<file path="src/rtl/pipeline_exec_controller.sv">
// Run/step/halt sequencer driving the pipeline, fetch and decoder enables.
// Enables are combinational from state and i_halt; commands are taken only in IDLE and RUN.
module pipeline_exec_controller #(
  parameter int DRAIN_CYCLES = 3,
  parameter int CNT_W        = 32
) (
  input  logic             i_clk,
  input  logic             i_rst,
  input  logic             i_cmd_valid,
  input  logic [1:0]       i_cmd,
  output logic             o_cmd_ready,
  input  logic             i_halt,
  output logic             o_pipe_en,
  output logic             o_fetch_en,
  output logic             o_ctrl_en,
  output logic [2:0]       o_state,
  output logic [CNT_W-1:0] o_cycle_cnt,
  output logic             o_done
);

  typedef enum logic [2:0] {
    S_IDLE  = 3'd0,
    S_RUN   = 3'd1,
    S_STEP  = 3'd2,
    S_DRAIN = 3'd3,
    S_DONE  = 3'd4
  } state_t;

  localparam int DW = (DRAIN_CYCLES > 1) ? $clog2(DRAIN_CYCLES) : 1;
  localparam logic [DW-1:0] DRAIN_LOAD = DW'(DRAIN_CYCLES - 1);

  localparam logic [1:0] CMD_RUN  = 2'b01;
  localparam logic [1:0] CMD_STEP = 2'b10;
  localparam logic [1:0] CMD_STOP = 2'b11;

  state_t          state;
  state_t          state_nxt;
  logic [DW-1:0]   drain_cnt;
  logic [DW-1:0]   drain_cnt_nxt;
  logic            cmd_fire;
  logic            executing;

  assign executing   = (state == S_RUN) || (state == S_STEP);
  assign o_pipe_en   = executing || (state == S_DRAIN);
  // HALT itself becomes a bubble and the PC stays on its successor.
  assign o_fetch_en  = executing && !i_halt;
  assign o_ctrl_en   = executing && !i_halt;
  assign o_cmd_ready = (state == S_IDLE) || (state == S_RUN);
  assign o_done      = (state == S_DONE);
  assign o_state     = state;
  assign cmd_fire    = i_cmd_valid && o_cmd_ready;

  always_ff @(posedge i_clk) begin
    if (i_rst) begin
      state       <= S_IDLE;
      drain_cnt   <= '0;
      o_cycle_cnt <= '0;
    end else begin
      state     <= state_nxt;
      drain_cnt <= drain_cnt_nxt;
      if (o_pipe_en && (o_cycle_cnt != {CNT_W{1'b1}}))
        o_cycle_cnt <= o_cycle_cnt + CNT_W'(1);
    end
  end

  always_comb begin
    state_nxt     = state;
    drain_cnt_nxt = drain_cnt;
    case (state)
      S_IDLE: begin
        if (cmd_fire && (i_cmd == CMD_RUN))
          state_nxt = S_RUN;
        else if (cmd_fire && (i_cmd == CMD_STEP))
          state_nxt = S_STEP;
      end
      S_RUN: begin
        // A HALT in ID wins over a STOP arriving in the same cycle.
        if (i_halt) begin
          state_nxt     = S_DRAIN;
          drain_cnt_nxt = DRAIN_LOAD;
        end else if (cmd_fire && (i_cmd == CMD_STOP)) begin
          state_nxt = S_IDLE;
        end
      end
      S_STEP: begin
        if (i_halt) begin
          state_nxt     = S_DRAIN;
          drain_cnt_nxt = DRAIN_LOAD;
        end else begin
          state_nxt = S_IDLE;
        end
      end
      S_DRAIN: begin
        if (drain_cnt == '0)
          state_nxt = S_DONE;
        else
          drain_cnt_nxt = drain_cnt - DW'(1);
      end
      S_DONE: state_nxt = S_DONE;
      default: begin
        state_nxt     = S_IDLE;
        drain_cnt_nxt = '0;
      end
    endcase
  end

endmodule

</file>
<file path="config.mk">
export PLATFORM = sky130hd
export DESIGN_NAME = pipeline_exec_controller
export DESIGN_NICKNAME = d
export VERILOG_FILES = /design/src/rtl/pipeline_exec_controller.sv
export SDC_FILE = /design/constraint.sdc
export NUM_CORES = 1
export LEC_CHECK = 0
export CORE_UTILIZATION = 45
export DETAILED_ROUTE_END_ITERATION = 10
export PLACE_DENSITY_LB_ADDON = 0.1
export SLEW_MARGIN = 15
export SYNTH_ARGS = -nofsm -noshare
export SYNTH_HDL_FRONTEND = slang
export SYNTH_SLANG_ARGS = --single-unit
</file>
<file path="constraint.sdc">
create_clock -name i_clk -period 2.2 [get_ports i_clk]
set_input_delay 0.66 -clock i_clk [delete_from_list [all_inputs] [get_ports i_clk]]
set_output_delay 0.66 -clock i_clk [all_outputs]
set_load 0.03 [all_outputs]
</file>
**After elaboration in Yosys (flattened, before gate mapping)**

Cells that the tools add are included.

- $add $sub $neg: 2
- Eq/ne operators: 13
- Multiplexer cells: 10
- Bitwise operators: 1
- Reductions and logical operators: 16

Operator list:

| kind | count |
|---|---|
| 32-bit by 1-bit adder with 32-bit output, second input constant | 1 |
| 32-bit inequality test, second input constant | 1 |
| 3-bit 2-to-1 mux | 5 |
| 3-bit case mux with 5 select lines | 1 |
| 3-bit by 2-bit == test with 1-bit output, second input constant | 2 |
| 1-bit logical AND | 6 |
| 2-bit 2-to-1 mux | 3 |
| 2-bit case mux with 3 select lines | 1 |
| 3-bit AND reduction | 2 |
| 2-bit == test, second input constant | 2 |
| 2-bit by 1-bit inequality test with 1-bit output, second input constant | 2 |
| 2-bit OR reduction | 2 |
| 3-bit by 1-bit == test with 1-bit output, second input constant | 1 |
| 3-bit == test, second input constant | 1 |
| 3-bit zero test | 1 |
| 1-bit logical OR | 3 |
| 3-bit by 1-bit inequality test with 1-bit output, second input constant | 1 |
| 3-bit by 2-bit inequality test with 1-bit output, second input constant | 1 |
| 2-bit by 1-bit == test with 1-bit output, second input constant | 1 |
| 2-bit zero test | 1 |
| 2-bit inequality test, second input constant | 1 |
| 2-bit by 1-bit subtractor with 2-bit output, second input constant | 1 |
| 1-bit zero test | 1 |
| 1-bit inverter | 1 |

- Flip-flop bits (word level): 37
- Bits of input ports: 6
- Output and inout port bits: 40
- Logic and storage cells: 45

**Longest topological paths before layout**

Gate-level depths: netlist of the first run.

- Word-level depth: 7
- Mapped depth: 8
- Depth with buffers taken out: 7

**Least setup slack after synthesis of the first run**

OpenSTA, ideal clock, no wires.

- Kind: register -> output
- Start point: register state[1] (netlist: o_state[1])
- End point: output port o_fetch_en
- Arrival time: 2083 ps
- Data required time: 1540 ps
- Slack: -543 ps
- Stages on the path, launching flop included: 6
- Buffers on the path: 3
- Path through: dfxtp_1 > buf_4 > clkbuf_1 > xnor2_1 > nor3_1 > buf_4

- Longest elaborated chain between the ends: 3
- Elaborated cells between the ends (all ways): 4
- Those cells by class: eq/ne (2); reduce/logical (2)

RTL lines:

| element | line | text |
|---|---|---|
| start, declared | 36 | `state_t state;` |
| start signal, assigned | 59 | `state <= state_nxt;` |
| 3-bit by 1-bit == test with 1-bit output / 3-bit by 2-bit == test with 1-bit output (equally long branches) | 43 | `assign executing = (state == S_RUN) \|\| (state == S_STEP);` |
| 1-bit logical OR * | 43 |  |
| 1-bit logical AND * | n/a |  |
| end, declared | 14 | `output logic o_fetch_en,` |

Mark *: on every way between the ends. The rest lies on a longest branch, timed or not.

**Worst setup path in the final report of the first run**

- Start point: register o_cycle_cnt[19]
- End point: output port o_cycle_cnt[19]

RTL lines:

| element | line | text |
|---|---|---|
| start, declared | 17 | `output logic [CNT_W-1:0] o_cycle_cnt,` |
| start signal, assigned | 62 | `o_cycle_cnt <= o_cycle_cnt + CNT_W'(1);` |

No word-level cell between the ends.

==> flow_metrics.tcl, run 1 <==
set metrics [dict create \
    arrival_ps 1490 \
    ir_worst_vdd_uv 352.8 \
    synthCells 245 \
    syn2layout_area_growth_pct 40.42 \
    grt_max_degree 14 \
    hold_path_class "reg -> reg" \
    grt_pass1_vias 1876 \
    ios 46 \
    die-width_um 70.04 \
    wire_per_inst_um 14.02 \
    ys_ff_latch 37 \
    clock_path_buffers 2 \
    synthArstFlopShare_pct 0 \
    vias 2057 \
    rsz0062_at_grt "no" \
    drc 0 \
    routed_via_density 5.636 \
    synth-seq-area-share_pct 35.56 \
    drive_gt1_share_pct 26.52 \
    design_area_um2 2925 \
    tns_ps 0 \
    dpl.hpwl_um 3671 \
    setup_viol 0 \
    fmax_mhz 465.7 \
    synth_warnings 0 \
    power_density_nw_per_um2 505.6 \
    drt_iter0_markers 111 \
    critical_path_class "reg -> out" \
    leakage_nw 1.069 \
    die_h_um 70.04 \
    hold_start "o_cycle_cnt[6]$_SDFFE_PP0P_" \
    cts_buffers 5 \
    firstDrtPassIters 4 \
    cp.required_ps 1540 \
    insertedDiodeCount 0 \
    slew-limit-headroom_pct 75.57 \
    layout.cells.non_filler 365 \
    start_util_pct 47.19 \
    gp_congestion 0.7661 \
    portBuffers 45 \
    synth_ff_type "dfxtp_1" \
    syn_area_per_cell_um2 8.503 \
    start_kind "flip-flop" \
    std_cell_rows 24 \
    final_cell_mix "34 x clkdlybuf4s50_1, 34 x buf_4, 32 x nor2_1" \
    antenna_found_initial 0 \
    drv_slew 0 \
    totalWireLength_um 5116 \
    hold_viol 0 \
    overflow 0 \
    outcome "completed" \
    crit_start "o_cycle_cnt[19]$_SDFFE_PP0P_" \
    grt_pass1_wl_um 8866 \
    fin_crit_sh_pct 97.61 \
    fin_nets 320 \
    grt.total_usage_pct 22.40 \
    cts.sinks 37 \
    cap_violations 0 \
    power_mw 1.479 \
    synth_edf_count 0 \
    place_inst 357 \
    cts_setup_buffers 0 \
    cts_root_buf "clkbuf_8" \
    worst_skew_pair.late_latency_ps 300 \
    fin_crit_ps 2147 \
    ant_nets 0 \
    ys_types 53 \
    tightest_slew_ps 357.3 \
    clock_skew_ps 6.637 \
    endpoint_kind "primary output" \
    synth_nets 253 \
    cts_tree "done" \
    die_area_um2 4906 \
    placed_cell_area_um2 2791 \
    clk_pin_slew_worst_paths_ps 70 \
    htreeDepth 2 \
    coreArea_um2 4414 \
    netlist_area_um2 2083 \
    r2r-start "o_cycle_cnt[0]$_SDFFE_PP0P_" \
    worstPathMaxFanout 6 \
]
final timing paths:
kind / cells past startpoint / end / slack [ps]
min reg2reg: 2 / o_cycle_cnt[6]$_SDFFE_PP0P_ / 500
min: 2 / o_cycle_cnt[6]$_SDFFE_PP0P_ / 500
max: 2 / o_cycle_cnt[19] / 50
max reg2reg: 6 / o_cycle_cnt[23]$_SDFFE_PP0P_ / 130
power breakdown:
group,leakage (nW),internal [mW],switching (mW)
logic,0.704,0.0984,0.142
registers,0.310,0.681,0.0229
clock network,0.0542,0.283,0.252
total,1.07,1.06,0.417
worst max-delay path, stage by stage (launching register included):
cell	delay, ps
dfxtp_1	370
buf_4	150
clkdlybuf4s50_1	670
cell type report:
type	instances	area, um2
Clock buffer	7	96.34
Clock inverter	1	5.005
Inverter	8	30.03
Timing Repair Buffer	77	691.9
Fill cell	384	1489
Sequential cell	37	777.0
Multi-Input combinational cell	183	1260
Tap cell	52	65.06
layer usage:
| metal | wire length (um) | GRT usage (%) |
|---|---|---|
| met2 | 2217 | 32.05 |
| met3 | 206 | 3.896 |
| met4 | 70 | 7.333 |
| met1 | 2621 | 33.72 |
| met5 | 0 | 0 |
state kept, by name, indices dropped and copies added, names as in the netlist:
| signal | flops |
|---|---|
| o_state | 3 |
| drain_cnt | 2 |
| o_cycle_cnt | 32 |
what timing repair did:
| item | in CTS | in global routing |
|---|---|---|
| resized for setup | 4 | 11 |
| pin swaps | 0 | 2 |
| endpoints found under the setup margin | 4 | 22 |
| hold buffers | 0 | 0 |
synthesized netlist by cell type, drive strengths merged, types with 5 or more instances:
cell	instances	share of area, %
nand2	12	2.2
dfxtp	37	36
a211oi	5	2.4
nand3	10	2.6
buf	9	3.3
nor2	32	5.8
nor4	11	3.6
o31ai	10	3.6
nand4	13	4.5
clkbuf	8	1.4
xnor2	11	4.6
o21ai	5	1.7
or4	14	5.2
inv	8	1.4
a21oi	16	3.8
through the flow:
stage          worst slack, ps  utilization [%]  hold slack [ps]
2_1_floorplan            7.520                -            463.7
3_3_place_gp             35.20            63.24            480.9
3_5_place_dp             42.43            63.24            485.5
4_1_cts                  18.16            65.42            502.7
5_1_grt                  6.662            66.27            520.0
6_report                 52.63            66.27            501.9
cell families (layout without fill, tap and decap cells):
logic type      count (synthesis)  after routing  synth area share [%]
buf+inv                        25             93                 6.186
fa+ha+maj                       2              2                 1.201
compound gates                 51             51                 17.96
xor+xnor                       14             14                 5.886
simple gates                  110            110                 29.73
flops                          37             37                 35.56
mux                             6              6                 3.484
No activity file was read; power rests on OpenSTA's default activity.
==> run 2: changes to the inputs <==
--- a/config.mk
+++ b/config.mk
@@ -12,3 +12,4 @@
 export SYNTH_ARGS = -nofsm -noshare
 export SYNTH_HDL_FRONTEND = slang
 export SYNTH_SLANG_ARGS = --single-unit
+export TNS_END_PERCENT = 1
==> run 2 against run 1 <==
Hold slack worse by 2.5 ps. Highest routed layer unchanged. Cell count is 4.1% higher. Routed wire length is 4.2% higher.
==> flow_metrics.tcl, run 2 (same netlist as run 1, synthesis figures left out) <==
set metrics [dict create \
    largest_reg_flops 32 \
    clock_skew_ps 7.466 \
    ant_nets 0 \
    worst_skew_pair.late_latency_ps 300 \
    final_common_cell "buf_4" \
    hold_path_class "reg -> reg" \
    ctsHoldBuffers 0 \
    fin_crit_ps 2145 \
    grt_max_degree 23 \
    slowest_delay_ps 660 \
    ios 46 \
    worstPathMaxFanout 4 \
    gp_congestion 0.7651 \
    drv_slew 0 \
    slew-limit-headroom_pct 70.32 \
    drc 0 \
    arrival_ps 1480 \
    portBuffers 45 \
    final_cell_mix "49 x buf_4, 34 x clkdlybuf4s50_1, 32 x nor2_1" \
    firstDrtPassIters 4 \
    overflow 0 \
    cp_top_family "buffers and inverters" \
    antenna_found_initial 0 \
    fin_crit_sh_pct 97.48 \
    hold_slack_ps 499.5 \
    routed_via_density 5.603 \
    totalWireLength_um 5333 \
    crit_buf_inv 2 \
    tns_ps 0 \
    syn2layout_area_growth_pct 44.86 \
    outcome "completed" \
    clk_pin_slew_worst_paths_ps 80 \
    setup_viol 0 \
    dpl.hpwl_um 3864 \
    cap_violations 0 \
    start_kind "flip-flop" \
    crit_slowest_cell "clkdlybuf4s50_1" \
    grt.total_usage_pct 22.50 \
    layout_setup_ws_ps 55.42 \
    wire_per_inst_um 14.03 \
    grt_pass1_wl_um 8866 \
    cts_root_buf "clkbuf_8" \
    leakage_nw 1.145 \
    place_worst_setup_slack_ps 22.47 \
    die_area_um2 4906 \
    fin_nets 335 \
    vias 2129 \
    endpoint_kind "primary output" \
    regMostFlops "o_cycle_cnt" \
    critical_path_class "reg -> out" \
    crit_start "o_cycle_cnt[20]$_SDFFE_PP0P_" \
    cts_buffers 5 \
    cts_tree "done" \
    cp.required_ps 1540 \
    r2r-start "o_cycle_cnt[15]$_SDFFE_PP0P_" \
    cp_cell_sequence "buf_4, clkdlybuf4s50_1" \
    cts.sinks 37 \
    coreArea_um2 4414 \
    htreeDepth 2 \
    std_cell_rows 24 \
    tightest_slew_ps 441.5 \
    fmax_mhz 466.3 \
    ir_worst_vdd_uv 371.0 \
    hold_viol 0 \
    start_util_pct 47.19 \
    grt_pass1_vias 1889 \
    hold_start "o_cycle_cnt[7]$_SDFFE_PP0P_" \
    clock_path_buffers 2 \
    die-width_um 70.04 \
    drive_gt1_share_pct 27.13 \
    die_h_um 70.04 \
    insertedDiodeCount 0 \
    power_mw 1.505 \
    rsz0062_at_grt "no" \
    power_density_nw_per_um2 498.6 \
    drt_iter0_markers 84 \
]
run 2: changes by cell type in the layout (fill, tap and decap cells not counted), moves of 2 or more:
cell / delta
dfxtp_4: -2
dfxtp_1: +7
dfxtp_2: -5
buf_4: +15
run 2: cell type report:
| class | count | area, um2 |
|---|---|---|
| fillers | 371 | 1396 |
| multi-input cells | 183 | 1245 |
| repair buffers | 92 | 813.3 |
| flip-flops and latches | 37 | 763.2 |
| clock buffers | 7 | 96.34 |
| well taps | 52 | 65.06 |
| inverters | 8 | 30.03 |
| clock inverters | 1 | 5.005 |
run 2: repair_timing:
action	4_1_cts	5_1_grt
pin swaps	0	4
buffers inserted	0	4
setup endpoints to repair	4	22
gates resized for setup	4	17
run 2: metrics by stage:
step | cells | util (%) | area, um2
after global placement | 368 | 64.60 | 2851
after detailed placement | 368 | 64.60 | 2851
after floorplan | 245 | - | 2108
final | 380 | 68.37 | 3018
after CTS | 376 | 66.78 | 2948
after global routing | 380 | 68.37 | 3018
run 2: worst register-to-register path, stage by stage (launching register included):
cell and delay, ps:
dfxtp_1 410, nand4_2 140, buf_4 160, or4_4 550
o21ai_4 290, nor4_1 120, mux2_1 320
run 2: worst paths after layout:
path	slack, ps	depth (start not counted)	end
worst max register to register	100	6	o_cycle_cnt[23]$_SDFFE_PP0P_
worst max-delay path	60	2	o_cycle_cnt[20]
worst min-delay path	500	2	o_cycle_cnt[7]$_SDFFE_PP0P_
worst min register to register	500	2	o_cycle_cnt[7]$_SDFFE_PP0P_
run 2: per-layer routing:
metal  vias up  track usage [%]  part of all wire, %
met5         -                0                    0
met4         0            8.444                  1.2
met3         6            4.473                  3.8
met2        41            35.68                   47
met1       995            30.13                   48
li1       1087                -                    -
run 2: power by group:
| group | internal (mW) | switching, mW | leakage, nW |
|---|---|---|---|
| registers | 0.682 | 0.00894 | 0.306 |
| clock network | 0.283 | 0.254 | 0.0542 |
| logic | 0.118 | 0.159 | 0.785 |
==> run 3: changes to the inputs <==
--- a/config.mk
+++ b/config.mk
@@ -5,7 +5,10 @@
 export SDC_FILE = /design/constraint.sdc
 export NUM_CORES = 1
 export LEC_CHECK = 0
-export CORE_UTILIZATION = 45
+export CORE_ASPECT_RATIO = 0.9
+export CORE_UTILIZATION = 47
+export CTS_BUF_LIST = sky130_fd_sc_hd__clkbuf_2 sky130_fd_sc_hd__clkbuf_4 sky130_fd_sc_hd__clkbuf_8
+export CTS_CLUSTER_DIAMETER = 50
 export DETAILED_ROUTE_END_ITERATION = 10
 export PLACE_DENSITY_LB_ADDON = 0.1
 export SLEW_MARGIN = 15
==> run 3 against run 2 <==
Core utilization grew 2.9 points. Combinational power shrank 6%. Non-clock buffer count is 5 lower.
==> flow_metrics.tcl, run 3 (same netlist as run 1, synthesis figures left out) <==
set metrics [dict create \
    outcome "completed" \
    rsz0062_at_grt "no" \
    die-width_um 72.18 \
    grt.total_usage_pct 23.48 \
    ant_nets 0 \
    hold_viol 0 \
    firstDrtPassIters 5 \
    grt_pass1_vias 1903 \
    place_worst_setup_slack_ps 70.46 \
    start_kind "flip-flop" \
    worst_skew_pair.late_latency_ps 280 \
    cp_cell_sequence "buf_4, clkdlybuf4s50_1" \
    gp_congestion 0.7972 \
    crit_slowest_cell "clkdlybuf4s50_1" \
    totalWireLength_um 5225 \
    coreArea_um2 4156 \
    fin_crit_sh_pct 97.90 \
    largest_reg_flops 32 \
    fin_crit_ps 2154 \
    drive_gt1_share_pct 24.15 \
    setup_viol 0 \
    holdPathEnd "o_cycle_cnt[7]$_SDFFE_PP0P_" \
    drc 0 \
    slowest_delay_ps 680 \
    clock_path_buffers 2 \
    antenna_found_initial 0 \
    r2r-start "o_cycle_cnt[0]$_SDFFE_PP0P_" \
    worstPathMaxFanout 5 \
    layout_setup_ws_ps 46.24 \
    fin_nets 330 \
    cts_buffers 5 \
    endpoint_kind "primary output" \
    final_util_pct 71.25 \
    slew-limit-headroom_pct 73.95 \
    cap_violations 0 \
    std_cell_rows 22 \
    ir_worst_vdd_uv 421.2 \
    cts.sinks 37 \
    leakage_nw 1.058 \
    insertedDiodeCount 0 \
    die_area_um2 4703 \
    tns_ps 0 \
    cts_root_buf "clkbuf_8" \
    regToRegEndpoint "o_cycle_cnt[23]$_SDFFE_PP0P_" \
    regMostFlops "o_cycle_cnt" \
    power_mw 1.468 \
    design_area_um2 2962 \
    portBuffers 45 \
    overflow 0 \
    critical_path_class "reg -> out" \
    crit_buf_inv 2 \
    cts_tree "done" \
    wire_per_inst_um 13.64 \
    final_common_cell "buf_4" \
    grt_pass1_wl_um 8728 \
    ios 46 \
    routed_via_density 5.585 \
    hold_start "o_cycle_cnt[7]$_SDFFE_PP0P_" \
    min_path_cells 2 \
    syn2layout_area_growth_pct 42.16 \
    dpl.hpwl_um 3772 \
    die_h_um 65.16 \
    placed_cell_area_um2 2854 \
    fmax_mhz 464.3 \
    cts_setup_buffers 0 \
    r2r_slack_ps 100 \
    num-fill-cells 343 \
    drv_slew 0 \
    drt_iter0_markers 174 \
    grt_max_degree 36 \
    cp_top_family "buffers and inverters" \
    final_cell_mix "43 x buf_4, 38 x clkdlybuf4s50_1, 32 x nor2_1" \
    hold_path_class "reg -> reg" \
    arrival_ps 1490 \
    reg2reg_depth 6 \
    htreeDepth 2 \
    clk_pin_slew_worst_paths_ps 70 \
    clock_skew_ps 5.463 \
    start_util_pct 50.12 \
    tightest_slew_ps 380.9 \
    power_density_nw_per_um2 495.7 \
    cp.required_ps 1540 \
    vias 2139 \
]
[run 3: cell types whose count changed in the layout (fill, tap and decap cells not counted), moves of 2 or more]
cell             previous run  this run
dfxtp_1                    23        28
clkbuf_4                    0         2
clkdlybuf4s50_1            34        38
dlymetal6s2s_1              4         1
dfxtp_2                    12         8
buf_4                      49        43
[run 3: repair_timing]
| action | CTS | global route |
|---|---|---|
| setup endpoints to repair | 3 | 11 |
| hold buffers | 0 | 0 |
| resized for setup | 3 | 7 |
| pin swaps | 0 | 1 |
[run 3: cell type report]
type                            instances  area (um2)  share of cell area (%)
Clock buffer                            8       97.59                   3.295
Inverter                                8       30.03                   1.014
Multi-Input combinational cell        183        1231                   41.57
Sequential cell                        37       754.5                   25.48
Tap cell                               60       75.07                   2.535
Timing Repair Buffer                   87       773.2                   26.11
[run 3: through the flow]
stage | cells | hold slack (ps)
6_report | 383 | 495.0
5_1_grt | 383 | 526.8
4_1_cts | 383 | 517.1
3_5_place_dp | 375 | 497.4
3_3_place_gp | 375 | 480.7
2_1_floorplan | 245 | 463.7
[run 3: worst max-delay path by stage]
stage,from,end,slack (ps),depth (start not counted)
2_1_floorplan,o_cycle_cnt[1]$_SDFFE_PP0P_,o_cycle_cnt[21]$_SDFFE_PP0P_,-80,7
4_1_cts,o_state[0]$_SDFFE_PP0P_,o_state[0],20,2
3_3_place_gp,o_cycle_cnt[5]$_SDFFE_PP0P_,o_cycle_cnt[27]$_SDFFE_PP0P_,90,5
5_1_grt,o_cycle_cnt[0]$_SDFFE_PP0P_,o_cycle_cnt[30]$_SDFFE_PP0P_,0.7,6
6_report,o_cycle_cnt[22]$_SDFFE_PP0P_,o_cycle_cnt[22],50,2
3_5_place_dp,i_halt,o_fetch_en,70,3
[run 3: worst reg2reg max path: stages (launching register included)]
cell and delay [ps]:
dfxtp_4 360, ha_1 170, nand4_1 190, or4_4 600, o21ai_4 260, nor4_1 110
mux2_1 310
[run 3: power by group]
group / total, mW / internal [mW] / switching, mW
logic: 0.259 / 0.106 / 0.152
clock network: 0.515 / 0.280 / 0.234
registers: 0.694 / 0.683 / 0.0112
total: 1.47 / 1.07 / 0.398
[run 3: per-layer routing]
layer / GRT usage (%) / wire length, um
met2: 38.20 / 2371
met4: 5.882 / 49
met1: 31.99 / 2504
met3: 4.448 / 299
met5: 0 / 0
